[config.mk]
export PLATFORM = sky130hd
export DESIGN_NAME = rc4_prga_decrypt_flat
export DESIGN_NICKNAME = d
export VERILOG_FILES = /design/src/rtl/rc4_pkg.sv /design/src/rtl/rc4_prga_decrypt_if.sv /design/src/rtl/rc4_char_check.sv /design/src/rtl/rc4_prga_decrypt.sv /design/src/flat_wrapper.sv
export SDC_FILE = /design/constraint.sdc
export NUM_CORES = 1
export LEC_CHECK = 0
export BUFFER_PORTS_ARGS = -buffer_cell sky130_fd_sc_hd__clkbuf_2
export CAP_MARGIN = 15
export CORE_AREA = 8 8 120 122
export CTS_CLUSTER_DIAMETER = 40
export DETAILED_ROUTE_END_ITERATION = 8
export DIE_AREA = 0 0 128 130
export GPL_ROUTABILITY_DRIVEN = 0
export SKIP_LAST_GASP = 1
export SYNTH_ARGS = -nofsm -noshare
export SYNTH_HDL_FRONTEND = slang
export SYNTH_HIERARCHICAL = 1
export SYNTH_SLANG_ARGS = --single-unit
[constraint.sdc]
create_clock -name clk -period 2.45 [get_ports clk]
set_input_delay 0.3675 -clock clk [delete_from_list [all_inputs] [get_ports clk]]
set_output_delay 0.3675 -clock clk [all_outputs]
set_load 0.05 [all_outputs]
[src/rtl/rc4_pkg.sv]
`default_nettype none
// ----------------------------------------------------------------------------
// rc4_pkg : shared RC4 constants and PRGA state encoding
// Revision 1.0
// ----------------------------------------------------------------------------
package rc4_pkg;

  localparam int S_SIZE = 256;
  localparam int BYTE_W = 8;

  typedef logic [BYTE_W-1:0] byte_t;

  typedef enum logic [3:0] {
    ST_IDLE   = 4'd0,
    ST_INC_I  = 4'd1,
    ST_RD_SI  = 4'd2,
    ST_CALC_J = 4'd3,
    ST_RD_SJ  = 4'd4,
    ST_WR_J   = 4'd5,
    ST_WR_I   = 4'd6,
    ST_RD_F   = 4'd7,
    ST_XOR_WR = 4'd8,
    ST_NEXT   = 4'd9,
    ST_DONE   = 4'd10
  } state_t;

endpackage
`default_nettype wire

[src/rtl/rc4_prga_decrypt_if.sv]
`default_nettype none
// ----------------------------------------------------------------------------
// rc4_prga_decrypt_if : control handshake plus S-mem, ROM and RAM buses
// Revision 1.0
// ----------------------------------------------------------------------------
interface rc4_prga_decrypt_if #(
  parameter int ADDR_W = 5
) ();
  import rc4_pkg::*;

  logic              start;
  logic              busy;
  logic              done;
  logic              pass;
  logic [ADDR_W-1:0] fail_idx;
  byte_t             s_addr;
  byte_t             s_wdata;
  logic              s_wren;
  byte_t             s_rdata;
  logic [ADDR_W-1:0] rom_addr;
  byte_t             rom_rdata;
  logic [ADDR_W-1:0] ram_addr;
  byte_t             ram_wdata;
  logic              ram_wren;

  // The decryptor masters all three memory buses.
  modport master (
    input  start, s_rdata, rom_rdata,
    output busy, done, pass, fail_idx, s_addr, s_wdata, s_wren,
           rom_addr, ram_addr, ram_wdata, ram_wren
  );

  modport slave (
    output start, s_rdata, rom_rdata,
    input  busy, done, pass, fail_idx, s_addr, s_wdata, s_wren,
           rom_addr, ram_addr, ram_wdata, ram_wren
  );

endinterface
`default_nettype wire

[src/rtl/rc4_char_check.sv]
`default_nettype none
// ----------------------------------------------------------------------------
// rc4_char_check : combinational plaintext byte legality test
// Revision 1.0
// ----------------------------------------------------------------------------
module rc4_char_check #(
  parameter logic [7:0] CHAR_LO     = 8'h61,
  parameter logic [7:0] CHAR_HI     = 8'h7A,
  parameter bit         ALLOW_SPACE = 1'b1
) (
  input  wire logic [7:0] i_char,
  output logic            o_legal
);
  logic w_in_range;
  logic w_space;

  assign w_in_range = (i_char >= CHAR_LO) && (i_char <= CHAR_HI);
  assign w_space    = ALLOW_SPACE && (i_char == 8'h20);
  assign o_legal    = w_in_range || w_space;

endmodule
`default_nettype wire

[src/rtl/rc4_prga_decrypt.sv]
`default_nettype none
// ----------------------------------------------------------------------------
// rc4_prga_decrypt : RC4 PRGA walking S-mem, XOR-decrypting ROM into RAM
// Revision 1.0
// ----------------------------------------------------------------------------
module rc4_prga_decrypt #(
  parameter int         MSG_LEN     = 32,
  parameter int         ADDR_W      = 5,
  parameter int         MEM_LAT     = 2,
  parameter bit         CHECK_EN    = 1'b1,
  parameter logic [7:0] CHAR_LO     = 8'h61,
  parameter logic [7:0] CHAR_HI     = 8'h7A,
  parameter bit         ALLOW_SPACE = 1'b1
) (
  input  wire logic        clk,
  input  wire logic        rst_n,
  rc4_prga_decrypt_if.master bus
);
  import rc4_pkg::*;

  localparam logic [ADDR_W-1:0] c_LAST = ADDR_W'(MSG_LEN - 1);
  localparam logic [2:0]        c_WAIT = 3'(MEM_LAT);

  state_t            r_state;
  state_t            w_next;
  byte_t             r_i, r_j, r_si, r_sj, r_f;
  logic [ADDR_W-1:0] r_k;
  logic [2:0]        r_wait;

  byte_t             r_s_addr, r_s_wdata, r_ram_wdata;
  logic              r_s_wren, r_ram_wren, r_pass;
  logic [ADDR_W-1:0] r_rom_addr, r_ram_addr, r_fail_idx;

  logic              w_busy, w_done, w_rd_state, w_wait_done, w_legal;
  byte_t             w_p;

  assign w_p         = r_f ^ bus.rom_rdata;
  assign w_rd_state  = (r_state == ST_RD_SI) || (r_state == ST_RD_SJ) || (r_state == ST_RD_F);
  assign w_wait_done = (r_wait == 3'd0);

  generate
    if (CHECK_EN) begin : g_check
      rc4_char_check #(
        .CHAR_LO     (CHAR_LO),
        .CHAR_HI     (CHAR_HI),
        .ALLOW_SPACE (ALLOW_SPACE)
      ) u_check (
        .i_char  (w_p),
        .o_legal (w_legal)
      );
    end else begin : g_no_check
      assign w_legal = 1'b1;
    end
  endgenerate

  always_ff @(posedge clk) begin
    if (!rst_n) r_state <= ST_IDLE;
    else        r_state <= w_next;
  end

  always_comb begin
    w_next = r_state;
    case (r_state)
      ST_IDLE:   if (bus.start) w_next = ST_INC_I;
      ST_INC_I:  w_next = ST_RD_SI;
      ST_RD_SI:  if (w_wait_done) w_next = ST_CALC_J;
      ST_CALC_J: w_next = ST_RD_SJ;
      ST_RD_SJ:  if (w_wait_done) w_next = ST_WR_J;
      ST_WR_J:   w_next = ST_WR_I;
      ST_WR_I:   w_next = ST_RD_F;
      ST_RD_F:   if (w_wait_done) w_next = ST_XOR_WR;
      ST_XOR_WR: w_next = w_legal ? ST_NEXT : ST_DONE;
      ST_NEXT:   w_next = (r_k == c_LAST) ? ST_DONE : ST_INC_I;
      ST_DONE:   w_next = ST_IDLE;
      default:   w_next = ST_IDLE;
    endcase
  end

  always_comb begin
    w_busy = 1'b0;
    w_done = 1'b0;
    case (r_state)
      ST_IDLE: ;
      ST_DONE: w_done = 1'b1;
      default: w_busy = 1'b1;
    endcase
  end

  // Memory strobes are registered, so each write lands in the cycle after its state.
  always_ff @(posedge clk) begin
    if (!rst_n) begin
      r_i <= '0; r_j <= '0; r_k <= '0; r_si <= '0; r_sj <= '0; r_f <= '0;
      r_wait <= '0;
      r_s_addr <= '0; r_s_wdata <= '0; r_s_wren <= 1'b0;
      r_rom_addr <= '0; r_ram_addr <= '0; r_ram_wdata <= '0; r_ram_wren <= 1'b0;
      r_pass <= 1'b0; r_fail_idx <= '0;
    end else begin
      r_s_wren   <= 1'b0;
      r_ram_wren <= 1'b0;
      // One down-counter serves every read state; reloaded outside them.
      if (!w_rd_state)       r_wait <= c_WAIT;
      else if (!w_wait_done) r_wait <= r_wait - 3'd1;

      case (r_state)
        ST_IDLE: if (bus.start) begin
          r_i <= '0; r_j <= '0; r_k <= '0;
          r_pass <= 1'b0; r_fail_idx <= '0;
        end
        ST_INC_I: begin
          r_i        <= r_i + 8'd1;
          r_rom_addr <= r_k;
          r_ram_addr <= r_k;
        end
        ST_RD_SI: begin
          r_s_addr <= r_i;
          if (w_wait_done) r_si <= bus.s_rdata;
        end
        ST_CALC_J: r_j <= r_j + r_si;
        ST_RD_SJ: begin
          r_s_addr <= r_j;
          if (w_wait_done) r_sj <= bus.s_rdata;
        end
        ST_WR_J: begin
          r_s_addr  <= r_j;
          r_s_wdata <= r_si;
          r_s_wren  <= 1'b1;
        end
        ST_WR_I: begin
          r_s_addr  <= r_i;
          r_s_wdata <= r_sj;
          r_s_wren  <= 1'b1;
        end
        ST_RD_F: begin
          r_s_addr <= r_si + r_sj;
          if (w_wait_done) r_f <= bus.s_rdata;
        end
        ST_XOR_WR: begin
          if (!w_legal) begin
            r_fail_idx <= r_k;
            r_pass     <= 1'b0;
          end else begin
            r_ram_wdata <= w_p;
            r_ram_wren  <= 1'b1;
          end
        end
        ST_NEXT: begin
          if (r_k == c_LAST) r_pass <= 1'b1;
          else               r_k    <= r_k + 1'b1;
        end
        default: ;
      endcase
    end
  end

  assign bus.busy      = w_busy;
  assign bus.done      = w_done;
  assign bus.pass      = r_pass;
  assign bus.fail_idx  = r_fail_idx;
  assign bus.s_addr    = r_s_addr;
  assign bus.s_wdata   = r_s_wdata;
  assign bus.s_wren    = r_s_wren;
  assign bus.rom_addr  = r_rom_addr;
  assign bus.ram_addr  = r_ram_addr;
  assign bus.ram_wdata = r_ram_wdata;
  assign bus.ram_wren  = r_ram_wren;

endmodule
`default_nettype wire

[src/flat_wrapper.sv]
// flat-port wrapper written by rule: the top's interface ports become plain ports
module rc4_prga_decrypt_flat import rc4_pkg::*;
#(
  parameter int         MSG_LEN     = 32,
  parameter int         ADDR_W      = 5,
  parameter int         MEM_LAT     = 2,
  parameter bit         CHECK_EN    = 1'b1,
  parameter logic [7:0] CHAR_LO     = 8'h61,
  parameter logic [7:0] CHAR_HI     = 8'h7A,
  parameter bit         ALLOW_SPACE = 1'b1
)
  (clk, rst_n, bus_start, bus_s_rdata, bus_rom_rdata, bus_busy, bus_done, bus_pass, bus_fail_idx, bus_s_addr, bus_s_wdata, bus_s_wren, bus_rom_addr, bus_ram_addr, bus_ram_wdata, bus_ram_wren);
  rc4_prga_decrypt_if #(.ADDR_W(ADDR_W)) bus_i ();
  input  wire logic clk;
  input  wire logic rst_n;
  input wire logic [$bits(bus_i.start)-1:0] bus_start;
  input wire logic [$bits(bus_i.s_rdata)-1:0] bus_s_rdata;
  input wire logic [$bits(bus_i.rom_rdata)-1:0] bus_rom_rdata;
  output wire logic [$bits(bus_i.busy)-1:0] bus_busy;
  output wire logic [$bits(bus_i.done)-1:0] bus_done;
  output wire logic [$bits(bus_i.pass)-1:0] bus_pass;
  output wire logic [$bits(bus_i.fail_idx)-1:0] bus_fail_idx;
  output wire logic [$bits(bus_i.s_addr)-1:0] bus_s_addr;
  output wire logic [$bits(bus_i.s_wdata)-1:0] bus_s_wdata;
  output wire logic [$bits(bus_i.s_wren)-1:0] bus_s_wren;
  output wire logic [$bits(bus_i.rom_addr)-1:0] bus_rom_addr;
  output wire logic [$bits(bus_i.ram_addr)-1:0] bus_ram_addr;
  output wire logic [$bits(bus_i.ram_wdata)-1:0] bus_ram_wdata;
  output wire logic [$bits(bus_i.ram_wren)-1:0] bus_ram_wren;
  assign bus_i.start = bus_start;
  assign bus_i.s_rdata = bus_s_rdata;
  assign bus_i.rom_rdata = bus_rom_rdata;
  assign bus_busy = bus_i.busy;
  assign bus_done = bus_i.done;
  assign bus_pass = bus_i.pass;
  assign bus_fail_idx = bus_i.fail_idx;
  assign bus_s_addr = bus_i.s_addr;
  assign bus_s_wdata = bus_i.s_wdata;
  assign bus_s_wren = bus_i.s_wren;
  assign bus_rom_addr = bus_i.rom_addr;
  assign bus_ram_addr = bus_i.ram_addr;
  assign bus_ram_wdata = bus_i.ram_wdata;
  assign bus_ram_wren = bus_i.ram_wren;
  rc4_prga_decrypt #(.MSG_LEN(MSG_LEN), .ADDR_W(ADDR_W), .MEM_LAT(MEM_LAT), .CHECK_EN(CHECK_EN), .CHAR_LO(CHAR_LO), .CHAR_HI(CHAR_HI), .ALLOW_SPACE(ALLOW_SPACE)) u_core (.clk(clk), .rst_n(rst_n), .bus(bus_i));
endmodule
Word-level counts from Yosys, hierarchy flattened:

Index checks and enable logic that the tools add are counted.

* input bits: 19
* latch bits: 0
* bits in writable memories: 0
* output and inout bits: 44
* register bits: 89
* bits in read-only memories: 0
* logic and storage cells: 101
* memories kept: 0

* div/mod/pow operators: 0
* bitwise operators: 1
* shift operators: 0
* mux-type cells: 27
* add/subtract/negate cells: 5
* reduce and logical (&&, ||, !) cells: 29
* magnitude comparators: 2
* multiply operators: 0
* equal/unequal tests: 20

Operator list (number)
* case mux 8 bit (2 select lines): 3
* case mux 4 bit (10 select lines): 1
* case mux 8 bit (3 select lines): 1
* two-way mux 4 bit: 5
* case mux 5 bit (2 select lines): 2
* adder 8 bit: 2
* equality test 4 x 3 -> 1 bit (second input constant): 4
* AND reduction 2 bit: 8
* two-way mux 5 bit: 3
* equality test 4 bit (second input constant): 3
* nonzero test 2 bit: 5
* adder 8 x 1 -> 8 bit (second input constant): 1
* equality test 4 x 2 -> 1 bit (second input constant): 2
* equality test 8 x 6 -> 1 bit (second input constant): 1
* >= comparator 8 x 7 -> 1 bit (second input constant): 1
* <= comparator 8 x 7 -> 1 bit (second input constant): 1
* two-way mux 8 bit: 1
* != test 2 x 1 -> 1 bit (second input constant): 4
* != test 2 bit (second input constant): 4
* AND reduction 4 bit: 2
* OR reduction 2 bit: 4
* XOR 8 bit: 1
* two-way mux 1 bit: 7
* two-way mux 2 bit: 3
* 11 further kinds: 15

Depth between registers and ports, before layout:

* word-level depth: 6
* depth in mapped cells: 10
* gate-level depth less buffers: 9

By module:

Netlist, hierarchy kept.

Modules (own cells, without submodules)
* rc4_prga_decrypt: area each 4660.7 µm², sequential area each 1781.7 µm², times used 1, cells an instance 527
* rc4_char_check: area each 63.8 µm², sequential area each 0.0 µm², times used 1, cells an instance 10

Worst setup path after synthesis:

No wires, ideal clock.

* path type: reg2out
* start point: register u_core.r_state[3]
* end point: output port bus_done
* slack: -0.037 ns
* path buffers: 3
* required time: 2.082 ns
* stages on the path, launching flop included: 5
* arrival: 2.119 ns
* cell sequence: dfxtp_1 > buf_4 > buf_2 > buf_2 > nor3b_1

* longest elaborated chain between the ends: 2

Ends and longest elaborated chain
* start: declaration: line rc4_prga_decrypt.sv:24 `state_t r_state;`
* start signal: assignment: line rc4_prga_decrypt.sv:58 `else r_state <= w_next;`
* equality test 4 bit: line rc4_prga_decrypt.sv:82 `case (r_state)`
* two-way mux 1 bit: line rc4_prga_decrypt.sv:82
* end: declaration: line flat_wrapper.sv:20 `output wire logic [$bits(bus_i.done)-1:0] bus_done;`

Every way passes these cells.

Worst setup path after layout:

* start point: register u_core.r_f[4]
* end point: register u_core.r_pass, in the netlist u_core/bus.pass

* longest elaborated chain between the ends: 6
* elaborated cells between the ends (all ways): 8
* classes of those cells: order compare: 2; eq/ne: 2; bitwise: 1; reduce/logical: 3

Ends and longest elaborated chain
* start: declaration: line rc4_prga_decrypt.sv:26 `byte_t r_i, r_j, r_si, r_sj, r_f;`
* start signal: assignment: line rc4_prga_decrypt.sv:135 `if (w_wait_done) r_f <= bus.s_rdata;`
* XOR 8 bit *: line rc4_prga_decrypt.sv:37 `assign w_p = r_f ^ bus.rom_rdata;`
* named net u_core.w_p[4]: line rc4_prga_decrypt.sv:35 `byte_t w_p;`
* >= comparator 8 x 7 -> 1 bit or <= comparator 8 x 7 -> 1 bit (tied branches): line rc4_char_check.sv:17 `assign w_in_range = (i_char >= CHAR_LO) && (i_char <= CHAR_HI);`
* logical AND 1 bit: line rc4_char_check.sv:17
* logical OR 1 bit *: line rc4_char_check.sv:19 `assign o_legal = w_in_range || w_space;`
* named net u_core.w_legal: line rc4_prga_decrypt.sv:34 `logic w_busy, w_done, w_rd_state, w_wait_done, w_legal;`
* != test 2 bit (no source line) *
* AND reduction 4 bit (no source line) *
* end signal: assignment: line rc4_prga_decrypt.sv:96 `r_pass <= 1'b0; r_fail_idx <= '0;`
* end signal: assignment: line rc4_prga_decrypt.sv:107 `r_pass <= 1'b0; r_fail_idx <= '0;`
* end signal: assignment: line rc4_prga_decrypt.sv:140 `r_pass <= 1'b0;`
* end: declaration: line rc4_prga_decrypt.sv:31 `logic r_s_wren, r_ram_wren, r_pass;`

The timed path passes the listed nets; every way through them passes the cells marked *.
A chain may end at the register's enable or synchronous reset.

==> results.py <==
metrics = {
    "yosys": {
        "synth.distinct_cells": 58,
        "ys_async_sr_fraction_pct": 0,
        "yosys_warnings": 6,
        "syn_area_per_cell_um2": 8.80,
        "synth_edf_count": 0,
        "synth-seq-cells": 89,
        "netlist_instances": 537,
        "synth_ff_type": "dfxtp_1",
        "ys_seq_area_share_pct": 37.7,
        "syn-cell-area_um2": 4720,
        "syn_nets": 576,
    },
    "floorplanning": {
        "die_height_um": 130,
        "die_area_um2": 16600,
        "core_area_um2": 12400,
        "dieWidth_um": 128,
        "io_pins": 63,
        "placementRows": 41,
        "start_util_pct": 38.1,
    },
    "clock_network": {
        "cts_buffer_depth": 2,
        "cts_tree": "yes",
        "cts_root_buf": "clkbuf_16",
        "clkLatencyLatePin_ps": 350,
        "cts_sinks": 89,
        "cts-buffers-inserted": 9,
        "htreeDepth": 3,
        "clkTransAtPathRegs_ps": 60,
        "postCtsSetupRepairBufs": 0,
    },
    "hold_path": {
        "worstHoldStart": "bus_s_rdata[0]",
        "hp-class": "input port to flip-flop",
        "min_to": "u_core/r_f[0]$_SDFFE_PN0P_",
        "hold_depth": 3,
    },
    "place": {
        "place_area_um2": 5220,
        "dp_slack_ps": -41.5,
        "dp_hpwl_um": 8780,
        "port_buffers": 62,
        "place_inst": 754,
    },
    "worst_setup_path": {
        "crit_type": "flip-flop to flip-flop",
        "path_delay_family": "compound AO/OA/AOI/OAI gates",
        "ff2ff_setup_slack_ps": 210,
        "end_kind": "flip-flop",
        "critPathLaunchType": "flip-flop",
        "cp.required_ps": 2690,
        "worstRegToRegCells": 9,
        "timing.rr.start": "u_core/r_f[4]$_SDFFE_PN0P_",
        "crit_path_start": "u_core/r_f[4]$_SDFFE_PN0P_",
        "critPathSlowestCell": "or4_4",
        "cp_max_fo": 6,
        "regToRegEndpoint": "u_core/bus.pass$_SDFFE_PN0P_",
        "crit_path_max_incr_delay_ps": 490,
        "path_buf_inv": 1,
        "crit_path_cell_trace": "xor2_2, a21boi_0, o22ai_1, a2111oi_4, inv_1, mux2i_1, or4_4, a32oi_1, nor2b_1",
        "crit_arrival_ps": 2470,
    },
    "final_layout": {
        "drive_above_1_share_pct": 19.1,
        "design_area_um2": 5550,
        "antennaDiodeCount": 0,
        "final_cell_mix": "dfxtp_1, clkbuf_2, nand2_1, o21ai_0, nand3_1",
        "layout.nets": 632,
        "final_common_cell": "dfxtp_1",
        "syn2layout_area_growth_pct": 17.5,
        "final_cells": 769,
        "final_util_pct": 44.7,
    },
    "pwr": {
        "p_leak_nw": 2.49,
        "p_per_area_nw_per_um2": 643,
        "ir_drop_mv": 0.344,
    },
    "routing": {
        "via_count": 3985,
        "wire_per_inst_um": 15.3,
        "drt_first_iter_violations": 200,
        "wirelength_um": 11800,
        "ant_nets": 0,
        "drcViolationCount": 0,
        "viasPerCell": 5.18,
        "dr.pass1.iters": 4,
    },
    "job": {
        "timing.max_cap.violations": 0,
    },
    "global_routing": {
        "grt_pass1_wl_um": 19200,
        "antenna_found_initial": 0,
        "grt_pass1_vias": 3830,
        "gr-total-overflow": 0,
        "grt.total_usage_pct": 14.4,
        "grt_max_degree": 34,
    },
    "sta": {
        "setup_ws_ps": 214,
        "fin_skew_ps": 8.01,
        "fin_crit_ps": 2240,
        "period_share_pct": 91.3,
        "fmax_mhz": 447,
        "slew_headroom_pct": 56.6,
        "finalHoldViolations": 0,
        "fin_setup_tns_ps": 0,
        "timing.final.max_slew_violations": 0,
        "finalSetupViolations": 0,
        "worstMarginPinSlew_ps": 651,
    },
    "run_status": {
        "status": "completed",
    },
}
==> layout make-up <==
type / count / area (µm²)
Clock buffer: 11 / 253
Clock inverter: 4 / 52.6
Fill cell: 1252 / 6860
Inverter: 9 / 33.8
Multi-Input combinational cell: 403 / 2760
Sequential cell: 89 / 1780
Tap cell: 172 / 215
Timing Repair Buffer: 81 / 453
==> cell families (layout without fill, tap and decap cells) <==
group / count (synthesis) / after routing / share of synthesized area, %
compound gates: 131 / 131 / 19.1
xor+xnor: 21 / 21 / 4.05
fa+ha+maj: 20 / 20 / 5.61
buf+inv: 45 / 105 / 4.55
flops: 89 / 89 / 37.7
mux: 27 / 27 / 5.72
simple gates: 204 / 204 / 23.3
==> metal layers <==
metal  vias up  track usage [%]  part of all wire, %
met1      1886             17.7                   46
li1       2019                -                    -
met4         0             5.94                  1.7
met5         -                0                    0
met3        14             4.12                  4.4
met2        66             23.2                   48
==> Yosys cell counts (9+ instances only) <==
cell / instances / area [µm²]
a21boi_0: 17 / 128
a21oi_1: 16 / 80.1
and2_1: 9 / 56.3
buf_2: 10 / 50.1
clkbuf_1: 18 / 67.6
dfxtp_1: 89 / 1780
ha_1: 18 / 225
inv_1: 9 / 33.8
mux2i_1: 27 / 270
nand2_1: 54 / 203
nand3_1: 31 / 155
nor2_1: 29 / 109
nor2b_1: 22 / 138
o211a_1: 16 / 160
o21ai_0: 33 / 165
or3_1: 11 / 68.8
xor2_1: 16 / 140
==> worst max-delay path by stage <==
stage	end	slack, ps	depth (start not counted)
after floorplan	u_core/bus.ram_wdata[0]$_SDFFE_PN0P_	320	7
after global placement	u_core/bus.ram_wdata[1]$_SDFFE_PN0P_	80	8
after detailed placement	u_core/bus.ram_wdata[6]$_SDFFE_PN0P_	-40	8
after CTS	u_core/bus.ram_wdata[6]$_SDFFE_PN0P_	90	7
after global routing	u_core/bus.fail_idx[1]$_SDFFE_PN0P_	-10	9
final	u_core/bus.pass$_SDFFE_PN0P_	210	9
==> worst reg2reg max path, cell delays in order (launching register included) <==
cell	delay (ps)
dfxtp_1	380
xor2_2	260
a21boi_0	140
o22ai_1	290
a2111oi_4	110
inv_1	100
mux2i_1	100
or4_4	490
a32oi_1	190
nor2b_1	60
==> state kept, by name, summed over array words and instances, names as in the netlist <==
name and cells:
u_core/bus.ram_wdata 8, u_core/bus.s_addr 8, u_core/bus.s_wdata 8, u_core/r_f 8, u_core/r_i 8, u_core/r_j 8
u_core/r_si 8, u_core/r_sj 8, u_core/bus.fail_idx 5, u_core/bus.ram_addr 5, u_core/r_k 5, u_core/r_state 4
u_core/r_wait 3, u_core/bus.pass 1, u_core/bus.ram_wren 1, u_core/bus.s_wren 1
==> per-stage QoR <==
stage,power (W),hold slack [ps]
5_1_grt,0.00374,302
2_1_floorplan,0.00201,445
3_5_place_dp,0.00218,453
3_3_place_gp,0.00217,442
4_1_cts,0.00361,296
6_report,0.00357,308
==> what timing repair did <==
item                       4_1_cts  5_1_grt
setup endpoints to repair        0       16
resized for setup                0        4
hold buffers                     0        0
==> report_power, final <==
part	internal [W]	switching, W
sequential	0.00149	0.0000462
clock	0.000842	0.000568
combinational	0.000199	0.000417
Note: power is estimated with default switching activity, not from simulation.
